$ cat config.mk
export PLATFORM = sky130hd
export DESIGN_NAME = ahci_slot_sched
export DESIGN_NICKNAME = d
export VERILOG_FILES = /design/src/rtl/ahci_slot_sched.sv
export SDC_FILE = /design/constraint.sdc
export NUM_CORES = 1
export LEC_CHECK = 0
export ABC_AREA = 1
export CORE_ASPECT_RATIO = 0.5
export CORE_UTILIZATION = 58
export CTS_CLUSTER_SIZE = 12
export DETAILED_ROUTE_END_ITERATION = 10
export PLACE_DENSITY = 0.91
export SLEW_MARGIN = 20
export SYNTH_ARGS = -nofsm -noshare
export SYNTH_HDL_FRONTEND = slang
export SYNTH_SLANG_ARGS = --single-unit
$ cat constraint.sdc
create_clock -name mclk -period 7.8 [get_ports mclk]
set_clock_uncertainty 0.05 [all_clocks]
set_input_delay 1.56 -clock mclk [delete_from_list [all_inputs] [get_ports mclk]]
set_output_delay 1.56 -clock mclk [all_outputs]
set_load 0.05 [all_outputs]
$ cat src/rtl/ahci_slot_sched.sv
// Multi-slot AHCI command issue scheduler: round-robin slot selection from PxCI,
// header fetch / CFIS transmit sequencing, NCQ outstanding tracking and PxCI clears.
module ahci_slot_sched #(
    parameter int NUM_SLOTS = 32,
    parameter int SLOT_BITS = 5
) (
    input  logic                 mclk,
    input  logic                 hba_rst,
    input  logic                 pcmd_st,
    input  logic [NUM_SLOTS-1:0] pxci,
    input  logic [NUM_SLOTS-1:0] pxsact,
    output logic [NUM_SLOTS-1:0] pxci_clear,
    output logic [SLOT_BITS-1:0] cmd_slot,
    output logic                 fetch_cmd,
    input  logic                 fetch_done,
    output logic                 cfis_xmit,
    input  logic                 xmit_done,
    input  logic                 xmit_err,
    input  logic                 cmd_done,
    input  logic [NUM_SLOTS-1:0] sdb_done,
    output logic [NUM_SLOTS-1:0] issued,
    output logic                 err_pulse,
    output logic                 busy
);

    typedef enum logic [2:0] {
        ST_IDLE,
        ST_FETCH,
        ST_XMIT,
        ST_WAIT_D2H,
        ST_ERR
    } state_t;

    state_t               state_reg, state_next;
    logic [SLOT_BITS-1:0] cmd_slot_reg, cmd_slot_next;
    logic [SLOT_BITS-1:0] last_slot_reg, last_slot_next;
    logic                 ncq_reg, ncq_next;
    logic [NUM_SLOTS-1:0] issued_reg, issued_next;
    logic [NUM_SLOTS-1:0] pxci_clear_reg, pxci_clear_next;
    logic                 fetch_cmd_reg, fetch_cmd_next;
    logic                 cfis_xmit_reg, cfis_xmit_next;
    logic                 err_pulse_reg, err_pulse_next;

    logic [NUM_SLOTS-1:0] cand;
    logic                 sel_valid;
    logic [SLOT_BITS-1:0] sel_slot;
    logic                 sel_accept;

    // A slot being cleared this cycle still shows in pxci, so it is masked here.
    generate
        for (genvar gi = 0; gi < NUM_SLOTS; gi++) begin : g_cand
            assign cand[gi] = pxci[gi] & ~issued_reg[gi] & ~pxci_clear_reg[gi];
        end
    endgenerate

    // Round-robin search starting just after the last fetched slot.
    always_comb begin
        logic [SLOT_BITS-1:0] idx_s;
        sel_valid = 1'b0;
        sel_slot  = '0;
        idx_s     = '0;
        for (int i = 0; i < NUM_SLOTS; i++) begin
            idx_s = SLOT_BITS'((int'(last_slot_reg) + 1 + i) % NUM_SLOTS);
            if (!sel_valid && cand[idx_s]) begin
                sel_valid = 1'b1;
                sel_slot  = idx_s;
            end
        end
    end

    // Non-NCQ commands need the port to themselves; NCQ ones only need no
    // non-NCQ command in flight, which is always true while idle.
    assign sel_accept = sel_valid && (pxsact[sel_slot] || (issued_reg == '0));

    always_comb begin
        state_next      = state_reg;
        cmd_slot_next   = cmd_slot_reg;
        last_slot_next  = last_slot_reg;
        ncq_next        = ncq_reg;
        fetch_cmd_next  = 1'b0;
        cfis_xmit_next  = 1'b0;
        err_pulse_next  = 1'b0;
        pxci_clear_next = sdb_done & issued_reg;
        issued_next     = issued_reg & ~sdb_done;

        if (!pcmd_st) begin
            // Port stopped: software owns PxCI, so drop tracking without clears.
            state_next      = ST_IDLE;
            issued_next     = '0;
            pxci_clear_next = '0;
        end else begin
            case (state_reg)
                ST_IDLE: begin
                    if (sel_accept) begin
                        state_next     = ST_FETCH;
                        fetch_cmd_next = 1'b1;
                        cmd_slot_next  = sel_slot;
                        last_slot_next = sel_slot;
                        ncq_next       = pxsact[sel_slot];
                    end
                end
                ST_FETCH: begin
                    if (fetch_done) begin
                        state_next     = ST_XMIT;
                        cfis_xmit_next = 1'b1;
                    end
                end
                ST_XMIT: begin
                    if (xmit_err) begin
                        state_next     = ST_ERR;
                        err_pulse_next = 1'b1;
                    end else if (xmit_done) begin
                        issued_next[cmd_slot_reg] = 1'b1;
                        state_next = ncq_reg ? ST_IDLE : ST_WAIT_D2H;
                    end
                end
                ST_WAIT_D2H: begin
                    if (cmd_done) begin
                        pxci_clear_next[cmd_slot_reg] = 1'b1;
                        issued_next[cmd_slot_reg]     = 1'b0;
                        state_next                    = ST_IDLE;
                    end
                end
                ST_ERR: begin
                    state_next = ST_ERR;
                end
                default: begin
                    state_next = ST_IDLE;
                end
            endcase
        end
    end

    always_ff @(posedge mclk) begin
        if (hba_rst) begin
            state_reg      <= ST_IDLE;
            cmd_slot_reg   <= '0;
            last_slot_reg  <= SLOT_BITS'(NUM_SLOTS - 1);
            ncq_reg        <= 1'b0;
            issued_reg     <= '0;
            pxci_clear_reg <= '0;
            fetch_cmd_reg  <= 1'b0;
            cfis_xmit_reg  <= 1'b0;
            err_pulse_reg  <= 1'b0;
        end else begin
            state_reg      <= state_next;
            cmd_slot_reg   <= cmd_slot_next;
            last_slot_reg  <= last_slot_next;
            ncq_reg        <= ncq_next;
            issued_reg     <= issued_next;
            pxci_clear_reg <= pxci_clear_next;
            fetch_cmd_reg  <= fetch_cmd_next;
            cfis_xmit_reg  <= cfis_xmit_next;
            err_pulse_reg  <= err_pulse_next;
        end
    end

    assign pxci_clear = pxci_clear_reg;
    assign cmd_slot   = cmd_slot_reg;
    assign fetch_cmd  = fetch_cmd_reg;
    assign cfis_xmit  = cfis_xmit_reg;
    assign issued     = issued_reg;
    assign err_pulse  = err_pulse_reg;
    assign busy       = (state_reg != ST_IDLE) || (issued_reg != '0);

endmodule

Word-level counts from Yosys, hierarchy flattened
Index checks and enable logic that the tools add are counted.
Widths: inputs -> output; s select.
{ "word_totals": {"word_cells": 447, "out_inout_bits": 73, "register_bits": 81} }
{ "op_classes": {"n_eq_ne": 8, "n_reduce_logical": 76, "n_mux": 148, "n_lt_le_gt_ge": 35, "n_bitwise": 139, "addsub": 32} }
{ "op_table": {"columns": ["op", "count"], "rows": [
  ["$lt 5x6->1 const B", 34],
  ["$bmux 1 s5", 33],
  ["$mux 32", 5],
  ["$mux 5", 32],
  ["$and 32x32->32", 3],
  ["$add 5x5->5 const B", 17],
  ["$mux 1", 69],
  ["$not 1->1", 68],
  ["$and 1x1->1", 64],
  ["$not 32->32", 2],
  ["$or 32x32->32", 2],
  ["$pmux 32 s2", 1],
  ["$add 5x4->5 const B", 8],
  ["$logic_and 1x1->1", 33],
  ["$logic_not 32->1", 1],
  ["$reduce_bool 32->1", 1],
  ["$logic_not 1->1", 31],
  ["$add 5x3->5 const B", 4],
  ["$mux 3", 5],
  ["$pmux 3 s5", 1],
  ["$add 5x2->5 const B", 2],
  ["$reduce_or 3->1", 3],
  ["$eq 3x2->1 const B", 2],
  ["$ne 2x2->1 const B", 3],
  ["13 further kinds", 14]
]} }

Longest topological paths before layout
Gate-level depths: netlist (run 1).
{ "logic_depth": {"word_depth": 105, "ltp_mapped": 54, "depth_no_buf": 50} }

Worst setup path after synthesis (run 1)
No wires, ideal clock.
{ "synth_timing": {"path_kind": "input-to-reg", "startpoint": "input pxci[29]", "endpoint": "register state_reg[1]", "t_arrival_ns": 5.250, "path_slack_ns": 2.390, "path_stages": 43, "setup_time_ns": 0.110, "path_buffers": 1, "cell_sequence": "nand2_1 nor2_1 nand2_1 nand3_1 nand3_1 nand3_1 nand3_1 nand2_1 nor2_2 nand4_1 nor2_2 nand4_1 nor2_2 nand4_1 nor2_2 nand4_1 nor2_2 nand4_2 (+7 left out) inv_2 nand3_2 nand2_4 buf_6 nand2_1 nand2_1 nand2_1 nand3_1 nand3_1 nand3_1 nand2_2 nand2_4 nand2_1 nand2_2 nand3_1 nand2_1 inv_1 nor2_1"} }
{ "synth_via": {"elab_chain_len": 104} }
{ "synth_lines": {"columns": ["item", "line_no", "rtl"], "rows": [
  ["start: declaration", "10", "input logic [NUM_SLOTS-1:0] pxci,"],
  ["$and 1x1->1 * (2 in a row)", "52", "assign cand[gi] = pxci[gi] & ~issued_reg[gi] & ~pxci_clear_reg[gi];"],
  ["$bmux 1 s5", "64", "if (!sel_valid && cand[idx_s]) begin"],
  ["$mux 1 (not written as such)", "64", null],
  ["$mux 1", "64", null],
  ["$logic_not 1->1", "64", null],
  ["$logic_and 1x1->1", "64", null],
  ["$mux 1", "64", null],
  ["$logic_not 1->1", "64", null],
  ["(+87 left out)", null, null],
  ["$logic_and 1x1->1", "64", null],
  ["$mux 5", "64", null],
  ["$bmux 1 s5", "73", "assign sel_accept = sel_valid && (pxsact[sel_slot] || (issued_reg == '0));"],
  ["$mux 1 (not written as such)", "73", null],
  ["$logic_or 1x1->1", "73", null],
  ["$logic_and 1x1->1 *", "73", null],
  ["$ne 2x2->1 (no line) *", null, null],
  ["$reduce_and 4->1 (no line) *", null, null],
  ["end signal: assignment", "146", "state_reg <= state_next;"],
  ["end: declaration", "34", "state_t state_reg, state_next;"]
]} }
Mark *: on every way between the ends. The rest lies on a longest branch, timed or not. The select of a mux whose other input is x is not followed.
A chain may end at the register's enable or synchronous reset.

Worst setup path in the final report (run 1)
{ "layout_timing": {"startpoint": "register last_slot_reg[0]", "endpoint": "register state_reg[1]"} }
{ "layout_via": {"elab_chain_len": 103} }
{ "layout_lines": {"columns": ["item", "line_no", "rtl"], "rows": [
  ["start: declaration", "36", "logic [SLOT_BITS-1:0] last_slot_reg, last_slot_next;"],
  ["start signal: assignment", "138", "last_slot_reg <= SLOT_BITS'(NUM_SLOTS - 1);"],
  ["start signal: assignment", "148", "last_slot_reg <= last_slot_next;"],
  ["$add 5x1->5 *", "63", "idx_s = SLOT_BITS'((int'(last_slot_reg) + 1 + i) % NUM_SLOTS);"],
  ["parallel branches: the longest is 99 deep, another holds $add 5x2->5", null, null],
  ["$logic_and 1x1->1 *", "73", null],
  ["$ne 2x2->1 (no line) *", null, null],
  ["$reduce_and 4->1 (no line) *", null, null]
]} }
Every way passes the cells marked *. The select of a mux whose other input is x is not followed.

==> metrics.csv, run 1 <==
metric;value;unit
post-synthesis simple-gate area fraction;56.1;%
first-pass GRT wire length;54800;µm
CTS tree;built;
Final Wtd Congestion;1.16;
routed length per instance;18.4;µm
IO Port Bufs;175;
CP required;7.99;ns
Initial Util;60.5;%
setup tns final;0;ns
syn avg cell area;5.53;µm²
Yosys warnings;0;
Seq/Total Area, Yosys;18.2;%
clk slew on worst S/H paths;0.07;ns
die footprint;0.0159;mm²
Antenna Violating Nets Remaining;0;
Rows;31;
CP Data Arrival Time;7.49;ns
clock sinks;81;
clock root cell;clkbuf_16;
post-route cell area;0.0110;mm²
crit-path max FO;41;
drt drc;0;
Gate Count Post-Synth;1610;
vias per cell;6.06;
most used cell, CP;nand2_1;
prevailing post-synth register cell;dfxtp_1;
pin count of the biggest net entering global routing;42;
H-tree lvl count;3;
Setup Buffers After CTS;0;
Max clock buf depth;2;
Clk Latency, worst-skew pair;0.35;ns
post-layout min period;7.30;ns
slowest cell delay on critical path;0.49;ns
Mapped Area;0.00891;mm²
largest family of logic cells by synthesized area;simple AND/OR/NAND/NOR gates;
filler cell count;1232;
Synth Area in Compound Gates;10.4;%
core area;0.0147;mm²
Final HPWL DP;27600;µm
FF+latch count, synth;81;
post-synthesis mux area share;0;%
initial antenna violation count;0;
Yosys top cell area share;23.7;%
CTS Buf Count;9;
Finish-stage setup viols;0;
Synth area leader;nand2_1;
largest cells by area after synthesis;nand2_1, dfxtp_1, nand3_1, inv_1, a21oi_1;
First-pass DRT Iterations;8;
fraction of registers with async set/reset;0;%
Tightest Pin Transition;1.13;ns
final worst-path cycle share;93.6;%
Hold Fails Final Rpt;0;
status;completed;
critical path class;flop to flop;
max frequency;0.137;GHz
placed cell area;0.0107;mm²
Synth-to-Final Area Change;23.6;%
Largest delay share family, worst path;simple AND/OR/NAND/NOR gates;
Relative slew margins;24.5;%
num ports;176;
post-synthesis adder-cell area fraction;0.983;%
critical path's slowest cell;o21ai_0;
final hold slack;0.421;ns
Post-synth EDFFs;0;
diode count;0;
remaining global-route overflow;0;
DR iter-0 viols;1824;
vias after detailed routing;11900;
most common cell in the netlist;nand2_1;
Post-synth top cells;nand2_1, nand3_1, inv_1, nor2_1, a21oi_1;
HP Class;flop to flop;
vias in the first global route;10500;
CP Capture Type;flop;
XOR/XNOR Fraction of Synth Area;2.75;%
CP Buf/Inv Count;5;
DIE WIDTH;177;µm
final WL;36000;µm
aggregate global-route resource usage;44.7;%
share of post-route cells with drive strength above 1;8.73;%
unrepaired setup endpoints after global routing;false;
max-slew violations;0;
post-synth cell types;52;
Max Cap Violations;0;
Post-Syn Nets;1720;
Die Span Y;89.6;µm
nets@finish;1869;
critical path launch point type;flop;
-- placed cells by master (no fill, tap or decap), drive strengths merged, types with 11 or more instances in the layout --
| cell type | count |
|---|---|
| nand2 | 591 |
| nand3 | 253 |
| inv | 191 |
| clkdlybuf4s50 | 175 |
| nor2 | 119 |
| a21oi | 90 |
| dfxtp | 81 |
| nand4 | 57 |
| o21ai | 53 |
| or2 | 33 |
| nand3b | 15 |
| xor2 | 14 |
| buf | 11 |
| nor3 | 11 |
-- cell type report --
class / instances / area, µm² / share of cell area [%]
Multi-Input combinational cell: 1290 / 6280 / 57.0
Timing Repair Buffer: 186 / 1830 / 16.7
Sequential cell: 81 / 1620 / 14.7
Inverter: 191 / 718 / 6.52
Tap cell: 198 / 248 / 2.25
Clock buffer: 9 / 225 / 2.05
Clock inverter: 7 / 83.8 / 0.761
-- per-stage QoR --
stage               setup WS (ns)  std cells  utilization [%]
global placement            0.843       1946             72.6
floorplan                    2.39       1610                -
finish                      0.502       1962             74.7
detailed placement          0.729       1946             72.6
global route               0.0922       1962             74.7
CTS                         0.822       1962             74.7
-- repair_timing --
action | 4_1_cts | 5_1_grt
endpoints found under the setup margin | 0 | 2
hold buffers | 0 | 0
gates resized for setup | 0 | 1
-- tightest hold or removal path: cells and delay by family, from the launching register on --
kind,cells,cell delay (ns)
AOI/OAI and AO/OA,1,0.05
DFF,1,0.32
and+or+nand+nor,1,0.05
-- per-layer routing --
metal / routed length, µm / track usage, % / vias up
met1: 14400 / 60.6 / 5255
met5: 0 / 0 / -
met4: 1300 / 16.2 / 0
li1: - / - / 5535
met3: 5430 / 11.6 / 147
met2: 15000 / 68.9 / 943
-- worst paths after layout --
check              endpoint              from  cells past startpoint  slack, ns
min          pxci_clear[24]        issued[24]                      2       0.42
max            state_reg[1]  last_slot_reg[0]                     40       0.50
max reg2reg    state_reg[1]  last_slot_reg[0]                     40       0.50
min reg2reg  pxci_clear[24]        issued[24]                      2       0.42
-- kinds of logic (layout without fill, tap and decap cells) --
logic type	count (synthesis)	count (layout)
AOI/OAI and AO/OA	170	170
xor gates and xnor gates	19	19
adders and majority gates	7	7
buffers and inverters	239	393
DFF	81	81
and+or+nand+nor	1094	1094
Power of run 1 is left out: the tool's default activity adds up to more than one toggle a clock period on the data nets, which glitch-free logic cannot reach.
==> run 2: changes to the inputs <==
--- a/config.mk
+++ b/config.mk
@@ -7,10 +7,10 @@
 export LEC_CHECK = 0
 export ABC_AREA = 1
 export CORE_ASPECT_RATIO = 0.5
-export CORE_UTILIZATION = 58
+export CORE_UTILIZATION = 49
 export CTS_CLUSTER_SIZE = 12
 export DETAILED_ROUTE_END_ITERATION = 10
-export PLACE_DENSITY = 0.91
+export PLACE_DENSITY = 0.82
 export SLEW_MARGIN = 20
 export SYNTH_ARGS = -nofsm -noshare
 export SYNTH_HDL_FRONTEND = slang
==> constraint.sdc (replaced) <==
create_clock -name mclk -period 6.4 [get_ports mclk]
set_clock_uncertainty 0.05 [all_clocks]
set_input_delay 1.28 -clock mclk [delete_from_list [all_inputs] [get_ports mclk]]
set_output_delay 1.28 -clock mclk [all_outputs]
set_load 0.05 [all_outputs]
==> run 2 against run 1 <==
Compared with the run above:
- die area increased by 18%
- non-clock buffer count increased by 136
- sequential cell count unchanged
- critical endpoint is now last_slot_reg[3]
- cell count increased by 8.9%
- largest cell class unchanged
==> metrics.csv, run 2 (synthesis results as in run 1) <==
metric;value;unit;change
first-pass GRT wire length;60600;µm;+11%
post-layout min period;6.34;ns;
most frequent cells in the layout;nand2_1, nand3_1, clkdlybuf4s50_1;;
worst setup margin;0.0550;ns;-0.447 ns
CP endpoint;last_slot_reg[3];;
DR WL met2;17600;µm;+18%
drt drc;0;;unchanged
Max clock buf depth;2;;unchanged
M1 wire length;16800;µm;+17%
Synth-to-Final Area Change;45.7;%;
Reg2Reg Capture Point;last_slot_reg[3];;
placed cell area;0.0116;mm²;+8.5%
Relative slew margins;22.3;%;-2.2 points
final hold slack;0.446;ns;+0.0248 ns
num ports;176;;unchanged
Setup crit start;pxci[6];;
max-slew violations;0;;unchanged
DR iter-0 viols;1601;;-12%
CP Data Arrival Time;6.51;ns;-0.98 ns
pin count of the biggest net entering global routing;39;;-7.1%
critical path's slowest cell;clkdlybuf4s50_1;;
slowest cell delay on critical path;0.42;ns;-0.07 ns
CP Buf/Inv Count;4;;-1
max frequency;0.158;GHz;
Levels on crit path;38;;-5.0%
most common cell after layout, fill and taps aside;nand2_1;;
critical path class;input pin to flop;;
routed length per instance;19.6;µm;+6.7%
Final Wtd Congestion;1.10;;-5.2%
Max Cap Violations;0;;unchanged
post-route cell area;0.0130;mm²;+18%
Top Metal Used;met4;;
status;completed;;
First-pass DRT Iterations;8;;unchanged
initial antenna violation count;0;;unchanged
Antenna Violating Nets Remaining;0;;unchanged
HP Start;issued[3];;
Finish-stage setup viols;0;;unchanged
CTS Buf Count;9;;unchanged
pre-CTS setup slack;-0.221;ns;-0.950 ns
vias in the first global route;11300;;+7.8%
diode count;0;;unchanged
share of post-route cells with drive strength above 1;22.9;%;+14 points
nets@finish;2008;;+7.4%
IO Port Bufs;175;;unchanged
final WL;41900;µm;+16%
H-tree lvl count;3;;unchanged
clock sinks;81;;unchanged
critical path launch point type;input pin;;
Final HPWL DP;31200;µm;+13%
HP Class;flop to flop;;
remaining global-route overflow;0;;unchanged
final worst-path cycle share;99.1;%;
Die Span Y;97.4;µm;+8.6%
vias after detailed routing;12800;;+7.7%
core area;0.0176;mm²;+19%
aggregate global-route resource usage;41.8;%;-3.0 points
Largest delay share family, worst path;simple AND/OR/NAND/NOR gates;;
clk slew on worst S/H paths;0.07;ns;about the same
Rows;34;;+9.7%
filler cell count;1378;;+12%
reg2reg start;last_slot_reg[1];;
DIE WIDTH;193;µm;+8.7%
CTS tree;built;;
Clk Latency, worst-skew pair;0.35;ns;about the same
Tightest Pin Transition;1.15;ns;+0.0283 ns
vias per cell;5.99;;-1.1%
DR WL met3;5940;µm;+9.3%
most used cell, CP;nand4_1;;
Hold Fails Final Rpt;0;;unchanged
Reg2Reg Depth;42;;+5.0%
setup slack, reg-to-reg;0.16;ns;-0.34 ns
die footprint;0.0188;mm²;+18%
Initial Util;50.7;%;-9.7 points
crit-path max FO;7;;-83%
CP Capture Type;flop;;
clock root cell;clkbuf_16;;
CP required;6.57;ns;-1.42 ns
## run 2: cell types whose count changed in the layout (fill, tap and decap cells not counted), sizes merged
cell and change:
clkinv -1, inv -1, clkdlybuf4s50 -8, bufinv +1
clkbuf +3, dlymetal6s2s +8, nand3 +1, buf +134
nand2 +2
## run 2: worst min-delay path by stage
stage	depth (start not counted)	slack (ns)	to
CTS	2	0.44	pxci_clear[9]
detailed placement	2	0.42	pxci_clear[24]
floorplan	2	0.39	last_slot_reg[4]
finish	2	0.45	pxci_clear[3]
global route	2	0.47	pxci_clear[11]
global placement	2	0.41	pxci_clear[24]
## run 2: routing by layer
metal | GRT usage [%] | up-vias
li1 | - | 5829
met1 | 58.1 | 5858
met2 | 62.3 | 942
met3 | 11.0 | 162
met4 | 12.9 | 0
met5 | 0 | -
## run 2: stage by stage
stage,std cells,util [%],setup TNS (ns)
detailed placement,2090,66.0,-2.49
finish,2137,73.9,0
CTS,2106,67.8,0
global route,2137,73.9,-2.38
global placement,2090,66.0,-0.000441
floorplan,1610,-,0
## run 2: worst reg2reg max path, delay by kind of cell, from the launching register on
family	cells	cell delay (ns)
xor gates and xnor gates	1	0.41
buffers and inverters	8	1.11
DFF	1	0.37
and+or+nand+nor	32	3.93
adders and majority gates	1	0.23
## run 2: cell type report
class / count / area [µm²] / area share [%]
clock buffer: 10 / 239 / 1.84
clock inverter: 6 / 75.1 / 0.578
inverter: 191 / 734 / 5.66
multi-input combinational: 1293 / 7030 / 54.1
sequential: 81 / 1620 / 12.5
tap: 234 / 293 / 2.25
timing repair buffer: 322 / 2990 / 23.0
## run 2: timing repair
| action | in CTS | in global routing |
|---|---|---|
| pin swaps | 0 | 84 |
| cloned | 0 | 5 |
| buffers inserted | 0 | 27 |
| endpoints found under the setup margin | 4 | 14 |
| resized for setup | 1 | 201 |
| hold buffers | 0 | 0 |
Power of run 2 is left out for the same reason.
==> run 3: changes to the inputs <==
--- a/config.mk
+++ b/config.mk
@@ -10,6 +10,7 @@
 export CORE_UTILIZATION = 49
 export CTS_CLUSTER_SIZE = 12
 export DETAILED_ROUTE_END_ITERATION = 10
+export GPL_ROUTABILITY_DRIVEN = 0
 export PLACE_DENSITY = 0.82
 export SLEW_MARGIN = 20
 export SYNTH_ARGS = -nofsm -noshare
==> run 3 against run 2 <==
Compared with the run above:
- first-iteration DRC count is 17% higher
- hold slack worse by 0.012 ns
- worst setup slack improved by 0.16 ns
- register-to-register slack improved by 0.11 ns
- core utilization decreased by 7.2 points
- critical path type unchanged
- critical endpoint is now cmd_slot[2]
==> metrics.csv, run 3 (synthesis results as in run 1) <==
metric;value;unit;change
critical path's slowest cell;clkdlybuf4s50_1;;
clock root cell;clkbuf_16;;
Die Span Y;97.4;µm;unchanged
CP required;6.63;ns;+0.06 ns
CP Capture Type;flop;;
vias after detailed routing;12200;;-4.3%
placed cell area;0.0110;mm²;-5.0%
crit-path max FO;5;;-2
final worst-path cycle share;96.7;%;-2.5 points
CTS tree;built;;
slowest cell delay on critical path;0.41;ns;about the same
post-layout util;66.7;%;-7.2 points
diode count;0;;unchanged
fin cells;2049;;-4.1%
die footprint;0.0188;mm²;unchanged
most used cell, CP;nand4_1;;
DR iter-0 viols;1880;;+17%
Clk Latency, worst-skew pair;0.35;ns;about the same
drt drc;0;;unchanged
HP Class;flop to flop;;
H-tree lvl count;3;;unchanged
core area;0.0176;mm²;unchanged
share of post-route cells with drive strength above 1;13.6;%;-9.3 points
Finish-stage setup viols;0;;unchanged
Relative slew margins;25.0;%;+2.7 points
DIE WIDTH;193;µm;unchanged
aggregate global-route resource usage;37.4;%;-4.3 points
Max clock buf depth;2;;unchanged
num ports;176;;unchanged
remaining global-route overflow;0;;unchanged
most common cell after layout, fill and taps aside;nand2_1;;
post-layout min period;6.19;ns;-0.159 ns
Initial Util;50.7;%;unchanged
Tightest Pin Transition;1.12;ns;-0.0353 ns
most frequent cells in the layout;nand2_1, nand3_1, clkdlybuf4s50_1;;
CTS Buf Count;9;;unchanged
First-pass DRT Iterations;8;;unchanged
post-route cell area;0.0117;mm²;-9.8%
initial antenna violation count;1;;+1
pin count of the biggest net entering global routing;39;;unchanged
Rows;34;;unchanged
placed cell count;2016;;-3.5%
final WL;36200;µm;-13%
max-slew violations;0;;unchanged
clk slew on worst S/H paths;0.06;ns;about the same
Hold Fails Final Rpt;0;;unchanged
vias in the first global route;10900;;-3.3%
max frequency;0.162;GHz;+2.6%
final hold slack;0.434;ns;-0.0121 ns
IO Port Bufs;175;;unchanged
nets@finish;1920;;-4.4%
Synth-to-Final Area Change;31.4;%;
status;completed;;
critical path launch point type;input pin;;
CP Data Arrival Time;6.41;ns;-0.10 ns
clock sinks;81;;unchanged
Max Cap Violations;0;;unchanged
first-pass GRT wire length;55500;µm;-8.5%
routed length per instance;17.7;µm;-9.7%
critical path class;input pin to flop;;
Final HPWL DP;27400;µm;-12%
Antenna Violating Nets Remaining;0;;unchanged
vias per cell;5.98;;-0.15%
==> run 3: cell types whose count changed in the layout (fill, tap and decap cells not counted), moves of 8 or more <==
cell,before,now
buf_4,135,56
nand3_4,12,4
nand3_1,176,230
nand2_1,510,553
clkdlybuf4s50_1,167,175
dlymetal6s2s_1,8,0
nand3_2,66,19
nand2_2,67,29
==> run 3: path summary, 6_finish.rpt <==
check	from	to	slack [ns]	cells past startpoint
worst min-delay path	last_slot_reg[4]	last_slot_reg[4]	0.43	2
worst max register to register	last_slot_reg[0]	cmd_slot[2]	0.27	36
worst max-delay path	pxci[22]	cmd_slot[2]	0.21	35
worst min register to register	last_slot_reg[4]	last_slot_reg[4]	0.43	2
==> run 3: layer usage <==
metal  track usage (%)  part of all wire (%)  vias to the layer above  wire [µm]
met5                 0                 0.047                        -         17
met3              10.3                    15                      197       5350
li1                  -                     -                     5644          -
met1              50.9                    39                     5462      14100
met4              13.3                   4.0                        2       1460
met2              56.2                    42                      941      15300
==> run 3: what timing repair did <==
item,in CTS,in global routing
hold buffers,0,0
hold endpoints to repair,0,0
gates resized for setup,0,62
setup endpoints to repair,0,14
setup buffers,0,16
==> run 3: layout make-up <==
type | count | area, µm²
fill | 1543 | 5860
inverter | 191 | 719
sequential | 81 | 1620
multi-input combinational | 1291 | 6540
clock inverter | 7 | 58.8
tap | 234 | 293
clock buffer | 9 | 225
timing repair buffer | 236 | 2250
==> run 3: critical path, delay by kind of cell <==
family,cells,cell delay [ns]
AO/OA/AOI/OAI,3,0.46
AND/OR/NAND/NOR,27,3.67
buffers and inverters,5,0.96
==> run 3: through the flow <==
stage | setup WS, ns | TNS, ns
after CTS | 0.149 | 0
final | 0.214 | 0
after global placement | 0.0666 | 0
after detailed placement | -0.0661 | -0.230
after floorplan | 1.11 | 0
after global routing | -0.109 | -1.05
Power of run 3 is left out for the same reason.
